===== config.mk =====
export PLATFORM = sky130hd
export DESIGN_NAME = service_arbiter
export DESIGN_NICKNAME = d
export VERILOG_FILES = /design/src/rtl/service_arbiter.sv
export SDC_FILE = /design/constraint.sdc
export NUM_CORES = 1
export LEC_CHECK = 0
export CAP_MARGIN = 10
export CORE_MARGIN = 2
export CORE_UTILIZATION = 30
export DETAILED_ROUTE_END_ITERATION = 8
export GPL_ROUTABILITY_DRIVEN = 1
export GPL_TIMING_DRIVEN = 1
export PLACE_DENSITY = 0.8
export SYNTH_ARGS = -nofsm -noshare
export SYNTH_HDL_FRONTEND = slang
export SYNTH_SLANG_ARGS = --single-unit
export TNS_END_PERCENT = 50

===== constraint.sdc =====
create_clock -name clk -period 4.5 [get_ports clk]
set_input_delay 0.9 -clock clk [delete_from_list [all_inputs] [get_ports clk]]
set_output_delay 0.9 -clock clk [all_outputs]
set_load 0.05 [all_outputs]

===== src/rtl/service_arbiter.sv =====
// Round-robin arbiter granting one board service at a time and routing the shared button/display to it.
// Optional grant watchdog with wd_trip output: define SVC_WATCHDOG_EN.
module service_arbiter #(
  parameter int          N_SVC          = 4,
  parameter int          ID_W           = 2,
  parameter logic [31:0] TIMEOUT_CYCLES = 32'd1_000_000_000
) (
  input  logic                 clk,
  input  logic                 resetn,
  input  logic [N_SVC-1:0]     spdt,
  input  logic                 push_m,
  input  logic [N_SVC-1:0]     finish,
  input  logic [16*N_SVC-1:0]  seg_in,
  input  logic [N_SVC-1:0]     led_in,
  output logic [N_SVC-1:0]     svc_en,
  output logic [N_SVC-1:0]     push_out,
  output logic [15:0]          segments,
  output logic                 led,
  output logic [ID_W-1:0]      active_id,
  output logic                 busy
`ifdef SVC_WATCHDOG_EN
  ,
  output logic                 wd_trip
`endif
);

  typedef enum logic [1:0] {S_IDLE, S_GRANT, S_RELEASE} state_t;

  state_t            r_state, w_state_nxt;
  logic [N_SVC-1:0]  r_svc_en;
  logic [ID_W-1:0]   r_active_id;
  logic [ID_W-1:0]   r_last_id;
  logic              r_busy;
  logic              r_push_prev;

  logic              w_pick_valid;
  logic [ID_W-1:0]   w_pick_id;
  logic [ID_W-1:0]   w_cand;
  logic              w_user_exit;
  logic              w_wd_hit;
  logic              w_exit_cond;
  logic              w_grant;
  logic              w_release;
  logic [15:0]       w_seg_sel;
  logic              w_led_sel;

  // Walk from the farthest candidate to the nearest so the nearest set bit after last_id wins.
  always_comb begin
    // NOTE: every always_comb output gets a default first so no path leaves it unassigned (no latch).
    w_pick_valid = 1'b0;
    w_pick_id    = '0;
    w_cand       = '0;
    for (int k = N_SVC; k >= 1; k--) begin
      w_cand = ID_W'((int'(r_last_id) + k) % N_SVC);
      if (spdt[w_cand]) begin
        w_pick_valid = 1'b1;
        w_pick_id    = w_cand;
      end
    end
  end

  always_comb begin
    w_seg_sel = 16'h0000;
    w_led_sel = 1'b0;
    for (int i = 0; i < N_SVC; i++) begin
      if (r_active_id == ID_W'(i)) begin
        w_seg_sel = seg_in[16*i +: 16];
        w_led_sel = led_in[i];
      end
    end
  end

  assign w_user_exit = finish[r_active_id] | ~spdt[r_active_id];
  assign w_exit_cond = w_user_exit | w_wd_hit;

  always_ff @(posedge clk) begin
    // NOTE: sequential state uses non-blocking assignments so all registers update from pre-edge values.
    if (resetn) r_state <= S_IDLE;
    else        r_state <= w_state_nxt;
  end

  always_comb begin
    w_state_nxt = r_state;
    w_grant     = 1'b0;
    w_release   = 1'b0;
    case (r_state)
      S_IDLE: if (w_pick_valid) begin
        w_state_nxt = S_GRANT;
        w_grant     = 1'b1;
      end
      S_GRANT: if (w_exit_cond) begin
        w_state_nxt = S_RELEASE;
        w_release   = 1'b1;
      end
      S_RELEASE: w_state_nxt = S_IDLE;
      default:   w_state_nxt = S_IDLE;
    endcase
  end

  always_ff @(posedge clk) begin
    if (resetn) begin
      r_svc_en    <= '0;
      r_busy      <= 1'b0;
      r_active_id <= '0;
      r_last_id   <= ID_W'(N_SVC-1);
      r_push_prev <= 1'b0;
    end else begin
      r_push_prev <= push_m;
      if (w_grant) begin
        r_active_id <= w_pick_id;
        r_svc_en    <= N_SVC'(1) << w_pick_id;
        r_busy      <= 1'b1;
      end else if (w_release) begin
        r_svc_en    <= '0;
        r_busy      <= 1'b0;
        r_last_id   <= r_active_id;
      end
    end
  end

`ifdef SVC_WATCHDOG_EN
  logic [31:0] r_wd_cnt;
  logic        r_wd_trip;

  assign w_wd_hit = (r_state == S_GRANT) && (r_wd_cnt == TIMEOUT_CYCLES - 32'd1);

  always_ff @(posedge clk) begin
    if (resetn) begin
      r_wd_cnt  <= '0;
      r_wd_trip <= 1'b0;
    end else begin
      // Trip only flags a forced release, not one that coincides with a normal exit.
      r_wd_trip <= w_wd_hit && !w_user_exit;
      if (w_grant)                 r_wd_cnt <= '0;
      else if (r_state == S_GRANT) r_wd_cnt <= r_wd_cnt + 32'd1;
    end
  end

  assign wd_trip = r_wd_trip;
`else
  assign w_wd_hit = 1'b0;
`endif

  // Display, LED and button pulse reach the service only while it holds the grant.
  always_comb begin
    segments = 16'h0000;
    led      = 1'b0;
    push_out = '0;
    if (r_state == S_GRANT) begin
      segments = w_seg_sel;
      led      = w_led_sel;
      if (push_m && !r_push_prev && !w_exit_cond) push_out = r_svc_en;
    end
  end

  assign svc_en    = r_svc_en;
  assign busy      = r_busy;
  assign active_id = r_active_id;

endmodule


# After elaboration in Yosys (flattened, before gate mapping)
# Cells that the tools add are included.
# op_classes
shift,1
bitwise,3
magnitude_cmp,5
add_sub_neg,4
eq_ne,6
n_reduce_logical,9
muxes,43
# ops
operator,n
$mux W16,5
$mux W1,21
$mux W4,4
$lt A2 B3 Y1 const B,5
$bmux W1 S2,6
$mux W2,6
$add A2 B1 Y2 const B,2
$add A2 B2 Y2 const B,2
$eq A2 B1 Y1 const B,2
$eq A2 B2 Y1 const B,2
$logic_not A2 Y1,2
$ne A2 B2 Y1 const B,2
$pmux W2 S2,1
$reduce_and A2 Y1,2
$shl A1 B2 Y4 const A,1
$logic_and A1 B1 Y1,2
$logic_not A1 Y1,2
$not A1 Y1,2
$reduce_bool A2 Y1,1
$or A1 B1 Y1,1
# word_totals
word_cells,77
out_inout_bits,28
reg_bits,12

# Depth between registers and ports, before layout
# Gate-level depths: netlist of the first run.
# depth
word_depth,11
depth_mapped,4
ltp_nobuf,4

# Least setup slack after synthesis of the first run
# Ideal clock, no wire load.
# synth_timing
path_kind,in2out
startpoint,input port spdt[2]
endpoint,output port push_out[0]
t_arrival_ns,2.105
slack_ns,1.495
stages,4
path_cell_list,nor4bb_1 o41ai_1 nor3b_1 and2_1
# synth_between
elab_chain_cells,8
# synth_rtl
item,line_no,rtl
from (decl),10,"input logic [N_SVC-1:0] spdt,"
$bmux W1 S2,73,assign w_user_exit = finish[r_active_id] | ~spdt[r_active_id];
$mux W1 (implied by the code),73,
$not A1 Y1,73,
$or A1 B1 Y1,73,
$logic_not A1 Y1,152,if (push_m && !r_push_prev && !w_exit_cond) push_out = r_svc_en;
$logic_and A1 B1 Y1,152,
$mux W4,152,
$mux W4,149,if (r_state == S_GRANT) begin
to (decl),16,"output logic [N_SVC-1:0] push_out,"
# Every way passes these cells. The select of a mux whose other input is x is not followed.

# Worst setup path after layout of the first run
# layout_timing
startpoint,input port spdt[2]
endpoint,output port push_out[2]
# Same word-level chain as after synthesis.

==> results by group, run 1 <==
Status
  • Outcome: completed

Detailed routing
  • Iteration-0 DRC Markers: 48
  • Vias: between 1,000 and 1,500
  • DR vias/cell: 5.129
  • Antenna viol nets, final: 0
  • Post-Route WL: around 4500 microns
  • Drt drc: 0
  • Routed WL per cell: about 17 microns
  • Drt first pass iters: 4

Synthesis
  • Post-Syn Area per Cell: between 10 and 15 sq um
  • Main synth FF type: dfxtp_1
  • Leading area contributor after synthesis: mux4_2
  • YS warnings: 0
  • Cell Area, Synth: between 1000 and 1500 sq um
  • Post-Syn Nets: 188
  • Synth unique cells: 32
  • Most frequent cell after synthesis: and2_1
  • Yosys top cell area share: 0.3344
  • Post-synth ARST share: 0
  • Post-synth top cells: and2_1, mux4_2, dfxtp_1
  • Seq cells post-synth: 12
  • Synth area leaders: mux4_2, dfxtp_1, and2_1, nand3b_1, nor2_1
  • Cells after Synth: about 110
  • Post-synth EDFFs: 0
  • Seq/Total Area, Yosys: 0.2098

STA
  • Hold Vio Cnt, Final: 0
  • Endpoints failing setup: 0
  • Max-slew violations: 0
  • Fin crit period: 3.666 ns
  • Setup_tns: 0 ns
  • Final setup skew: roughly 0.0058 ns
  • Worst Max-Slew Pin Slew: 0.5352 ns
  • RSZ-0062 raised after global routing: no
  • Final worst path period share: 0.8147
  • Hold_ws: ~0.48 ns
  • Fmax achieved: around 270 MHz
  • Slew HR: 0.6421

CTS
  • CTS H-Tree Depth: 1
  • Clk_lat worst skew: between 0.2 and 0.25 ns
  • Num CTS Buffers: 3
  • CTS tree: built
  • Post CTS Setup Buffer Count: 0
  • Hold-fix buffers, CTS: 0
  • Clk sinks: 12
  • Clock transition at path regs: roughly 0.05 ns
  • Post_cts resized: 0
  • Clock Tree Buf Depth: 2
  • Root buffer cell: clkbuf_8

Worst setup path
  • Worst EP arrival: between 2 and 3 ns
  • R2r startpoint: active_id[1]
  • Setup slack, reg-to-reg: roughly 2.7 ns
  • Setup crit start: spdt[2]
  • Crit-path max FO: 4
  • R2R depth: 4
  • Crit Path Class: input port to output port
  • Setup crit start kind: input port
  • Crit end category: output port
  • WP data required: 3.60 ns
  • Reg-to-Reg End: r_last_id[0]

Worst hold path
  • HP Start: busy
  • Worst Hold Path EP: busy
  • Worst hold path type: flop to flop
  • Hold depth: 2

Final layout
  • Share of cells above drive strength 1: 0.1389
  • Layout net count: a little under 300
  • Fin util: 0.6288
  • # diodes: 0
  • Area Growth Syn to Fin: 101.1%
  • Final cell count without fillers: 264

Power and ir drop
  • Highest ir drop seen on vdd: roughly 0.25 mV
  • Overall power: between 0.6 and 0.7 mW
  • Lkg Pwr: ~0.83 nW
  • Pwr dens: between 200 and 300 nW/um^2

Die
  • Die Width: around 66 microns
  • I/O pins: roughly 110
  • Die H: roughly 66 microns
  • Starting Density: 0.3127
  • Core Area: 3661 sq um
  • Die Area: between 4000 and 5000 sq um
  • # rows: 22

GRT
  • Antenna violations before repair: 0
  • Number of global-route vias before repair: between 1,000 and 1,500
  • Grt total ovfl: 0
  • First-pass GRT wire length: 6603 microns
  • Gr usage total: 0.2029
  • Largest net degree at the start of global routing: 19

Job
  • Max_cap viols: 0

Placement
  • Port bufs: 106
  • Placed cells: between 200 and 300
  • Routability cong.: just under 0.8
  • Post-detail-place hpwl: 3672 microns
-- sequential cells by signal (all words and copies together), names as in the netlist --
name,cells
r_last_id,2
busy,1
r_state,2
active_id,2
r_push_prev,1
svc_en,4
-- how the worst max path moves through the flow --
stage	cells after the start	to	slack, ns
after floorplan	4	push_out[0]	1.49
after detailed placement	6	push_out[3]	0.78
after global placement	6	push_out[3]	0.80
final	6	push_out[2]	0.83
after CTS	6	push_out[1]	0.78
after global routing	6	push_out[2]	0.47
-- power breakdown --
part	internal [mW]	leakage, nW	switching (mW)
Combinational	0.187	0.699	0.187
Clock	0.0772	0.0288	0.0389
Sequential	0.120	0.0990	0.0160
Total	0.385	0.826	0.242
-- per-stage QoR --
stage                     worst slack [ns]  instance area [sq um]
after floorplan                      1.495                   1145
after global placement              0.8021                   2247
after detailed placement            0.7846                   2247
after CTS                           0.7820                   2302
after global routing                0.4727                   2302
final                               0.8338                   2302
-- layout by cell type (no fill, tap or decap), types with 2 or more instances in the layout --
cell             instances
o22ai_1                  4
buf_4                    7
clkdlybuf4s50_1        102
mux2i_1                  2
nand2_1                  2
a211o_1                  2
and2_1                  21
nor3b_1                  2
nand3b_1                 5
a211oi_1                 3
nor3_1                   2
nand2b_1                 4
nor2_1                   8
mux4_2                  17
a21oi_1                  4
nor2b_1                  2
clkbuf_8                 4
dfxtp_1                 12
-- critical path, cell delays in order --
cell	delay [ns]
clkdlybuf4s50_1	0.51
nor4bb_1	0.39
o41ai_1	0.17
nor3b_1	0.41
and2_1	0.19
buf_4	0.19
-- cell type report --
class,count,area [sq um]
clock buffers,4,55.05
fillers,327,1359
inverters,1,3.754
multi-input cells,90,869.6
flip-flops and latches,12,240.2
well taps,48,60.06
repair buffers,109,1074
-- cell families after synthesis --
logic type / synth area share
AOI/OAI and AO/OA: 0.09835
buffers and inverters: 0.03059
DFF: 0.2098
muxes: 0.3519
and+or+nand+nor: 0.3093
-- metal layers --
| metal | vias to the layer above | part of all wire | track usage | wire length, microns |
|---|---|---|---|---|
| met4 | 0 | 0.017 | 0.05990 | 76 |
| met3 | 8 | 0.096 | 0.05622 | 433 |
| met1 | 641 | 0.38 | 0.2277 | 1716 |
| li1 | 642 | - | - | - |
| met5 | - | 0 | 0 | 0 |
| met2 | 63 | 0.51 | 0.3699 | 2278 |
Note: power is estimated with default switching activity, not from simulation.
==> run 2, diff against run 1 <==
--- a/config.mk
+++ b/config.mk
@@ -7,11 +7,11 @@
 export LEC_CHECK = 0
 export CAP_MARGIN = 10
 export CORE_MARGIN = 2
-export CORE_UTILIZATION = 30
+export CORE_UTILIZATION = 28
 export DETAILED_ROUTE_END_ITERATION = 8
 export GPL_ROUTABILITY_DRIVEN = 1
 export GPL_TIMING_DRIVEN = 1
-export PLACE_DENSITY = 0.8
+export PLACE_DENSITY = 0.78
 export SYNTH_ARGS = -nofsm -noshare
 export SYNTH_HDL_FRONTEND = slang
 export SYNTH_SLANG_ARGS = --single-unit
==> constraint.sdc (replaced) <==
create_clock -name clk -period 3.3 [get_ports clk]
set_input_delay 0.66 -clock clk [delete_from_list [all_inputs] [get_ports clk]]
set_output_delay 0.66 -clock clk [all_outputs]
set_load 0.05 [all_outputs]
==> run 2 against run 1 <==
Global-route usage shrank 3.2 points; via count fell by 2.5%; sequential cell count is the same; register-to-register slack worse by 0.98 ns; combinational power increased by 35%; critical path type unchanged; design area is 0.65% higher; setup slack worse by 0.60 ns; largest cell class unchanged; wire length decreased by 7.5%; non-clock buffer count is the same; clock-buffer cell count unchanged; hold slack improved by 0.0032 ns.
==> results by group, run 2 (synthesized netlist as in run 1, its figures left out) <==
Final layout
  • Fillers: between 300 and 400
  • Commonest cells after routing, fill and taps aside: clkdlybuf4s50_1, and2_1, buf_4, mux4_2, dfxtp_1
  • # diodes: 0
  • Area Growth Syn to Fin: 102.4%
  • Max FFs per register: 4
  • Layout net count: 296
  • Share of cells above drive strength 1: 0.2222
  • Most common cell after layout, fill and taps aside: clkdlybuf4s50_1

Worst setup path
  • Reg-to-Reg End: r_last_id[0]
  • WP data required: around 2.6 ns
  • Crit end category: output port
  • Crit Path Class: input port to output port
  • Setup crit start kind: input port
  • Setup slack, reg-to-reg: ~1.7 ns
  • Setup crit start: spdt[1]
  • Worst EP arrival: approximately 2.4 ns
  • R2r startpoint: active_id[1]
  • R2R depth: 4
  • Crit path capture: push_out[0]
  • Crit-path max FO: 7

Die
  • Core Area: 3971 sq um
  • Die Width: slightly below 70 microns
  • Die H: a little under 70 microns
  • I/O pins: approximately 110
  • Die Area: roughly 4600 sq um
  • Starting Density: 0.2883
  • # rows: 23

STA
  • Final worst path period share: 0.9303
  • RSZ-0062 raised after global routing: no
  • Slew HR: 0.6428
  • Hold Vio Cnt, Final: 0
  • Worst Max-Slew Pin Slew: about 0.53 ns
  • Endpoints failing setup: 0
  • Setup_tns: 0 ns
  • Max-slew violations: 0
  • Worst setup margin: 0.2300 ns
  • Final setup skew: between 0.004 and 0.005 ns
  • Fin crit period: between 3 and 4 ns
  • Fmax achieved: between 300 and 400 MHz

Job
  • Max_cap viols: 0

CTS
  • Post CTS Setup Buffer Count: 0
  • CTS tree: built
  • Clock Tree Buf Depth: 2
  • Clk_lat worst skew: 0.24 ns
  • Hold-fix buffers, CTS: 0
  • Clk sinks: 12
  • Root buffer cell: clkbuf_8
  • CTS H-Tree Depth: 1
  • Clock transition at path regs: around 0.06 ns
  • Num CTS Buffers: 3
  • Post_cts resized: 0

Power and ir drop
  • Reg power frac: 0.212
  • Gate power share: 0.596
  • Clock power frac: 0.192
  • Psw: 0.3334 mW
  • Highest ir drop seen on vdd: 0.2800 mV
  • Pwr dens: ~370 nW/um^2
  • Sw frac: 0.3924
  • Lkg Pwr: 0.8681 nW
  • Overall power: 0.8494 mW
  • Cell internal pwr: 0.5161 mW

Detailed routing
  • Post-Route WL: about 4200 microns
  • Antenna viol nets, final: 0
  • Iteration-0 DRC Markers: just over 60
  • Routed WL per cell: about 16 microns
  • Vias: ~1,300
  • DR vias/cell: slightly below 5
  • Drt first pass iters: 4
  • Drt drc: 0

GRT
  • First-pass GRT wire length: 5878 microns
  • Largest net degree at the start of global routing: 21
  • Number of global-route vias before repair: between 1,000 and 1,500
  • Gr usage total: 0.1710
  • Antenna violations before repair: 0
  • Grt total ovfl: 0

Placement
  • Port bufs: 106
  • Worst slack, placed: approximately 0.19 ns
  • Routability cong.: 0.7704
  • Post-detail-place hpwl: roughly 3400 microns

Worst hold path
  • Worst hold path type: flop to flop

Status
  • Outcome: completed
-- run 2: how the worst min path moves through the flow --
stage,startpoint,to,slack [ns],cells after the start
finish,busy,busy,0.48,2
global route,busy,busy,0.52,2
CTS,busy,busy,0.49,2
detailed placement,busy,busy,0.48,2
global placement,busy,busy,0.48,2
floorplan,r_last_id[0],r_last_id[0],0.50,2
-- run 2: area by class of cell --
cell class	count	area, sq um	share of cell area
timing repair buffer	109	1081	0.4665
multi-input combinational	90	874.6	0.3774
sequential	12	240.2	0.1037
tap	50	62.56	0.02700
clock buffer	4	55.05	0.02376
inverter	1	3.754	0.001620
-- run 2: power groups by stage --
stage / Sequential, mW / Combinational, mW / Clock, mW
global placement: 0.182 / 0.504 / 0
global route: 0.184 / 0.538 / 0.178
detailed placement: 0.183 / 0.510 / 0
floorplan: 0.217 / 0.283 / 0
finish: 0.180 / 0.506 / 0.163
CTS: 0.180 / 0.511 / 0.166
-- run 2: metrics by stage --
stage | cells | utilization | area, sq um | hold WS, ns
2_1_floorplan | 109 | - | 1145 | 0.5027
3_3_place_gp | 262 | 0.5684 | 2257 | 0.4777
3_5_place_dp | 262 | 0.5684 | 2257 | 0.4818
4_1_cts | 266 | 0.5822 | 2312 | 0.4870
5_1_grt | 266 | 0.5835 | 2317 | 0.5163
6_report | 266 | 0.5835 | 2317 | 0.4849
-- run 2: critical path, cell delays in order --
cell             delay (ns)
clkdlybuf4s50_1        0.50
and4bb_1               0.25
o41ai_1                0.50
nor3b_2                0.13
and2_1                 0.21
buf_12                 0.15
-- run 2: metal layers --
layer	track usage	wire, microns
met1	0.1972	1522
met2	0.3022	2187
met3	0.05592	431
met4	0.04500	27
met5	0	0
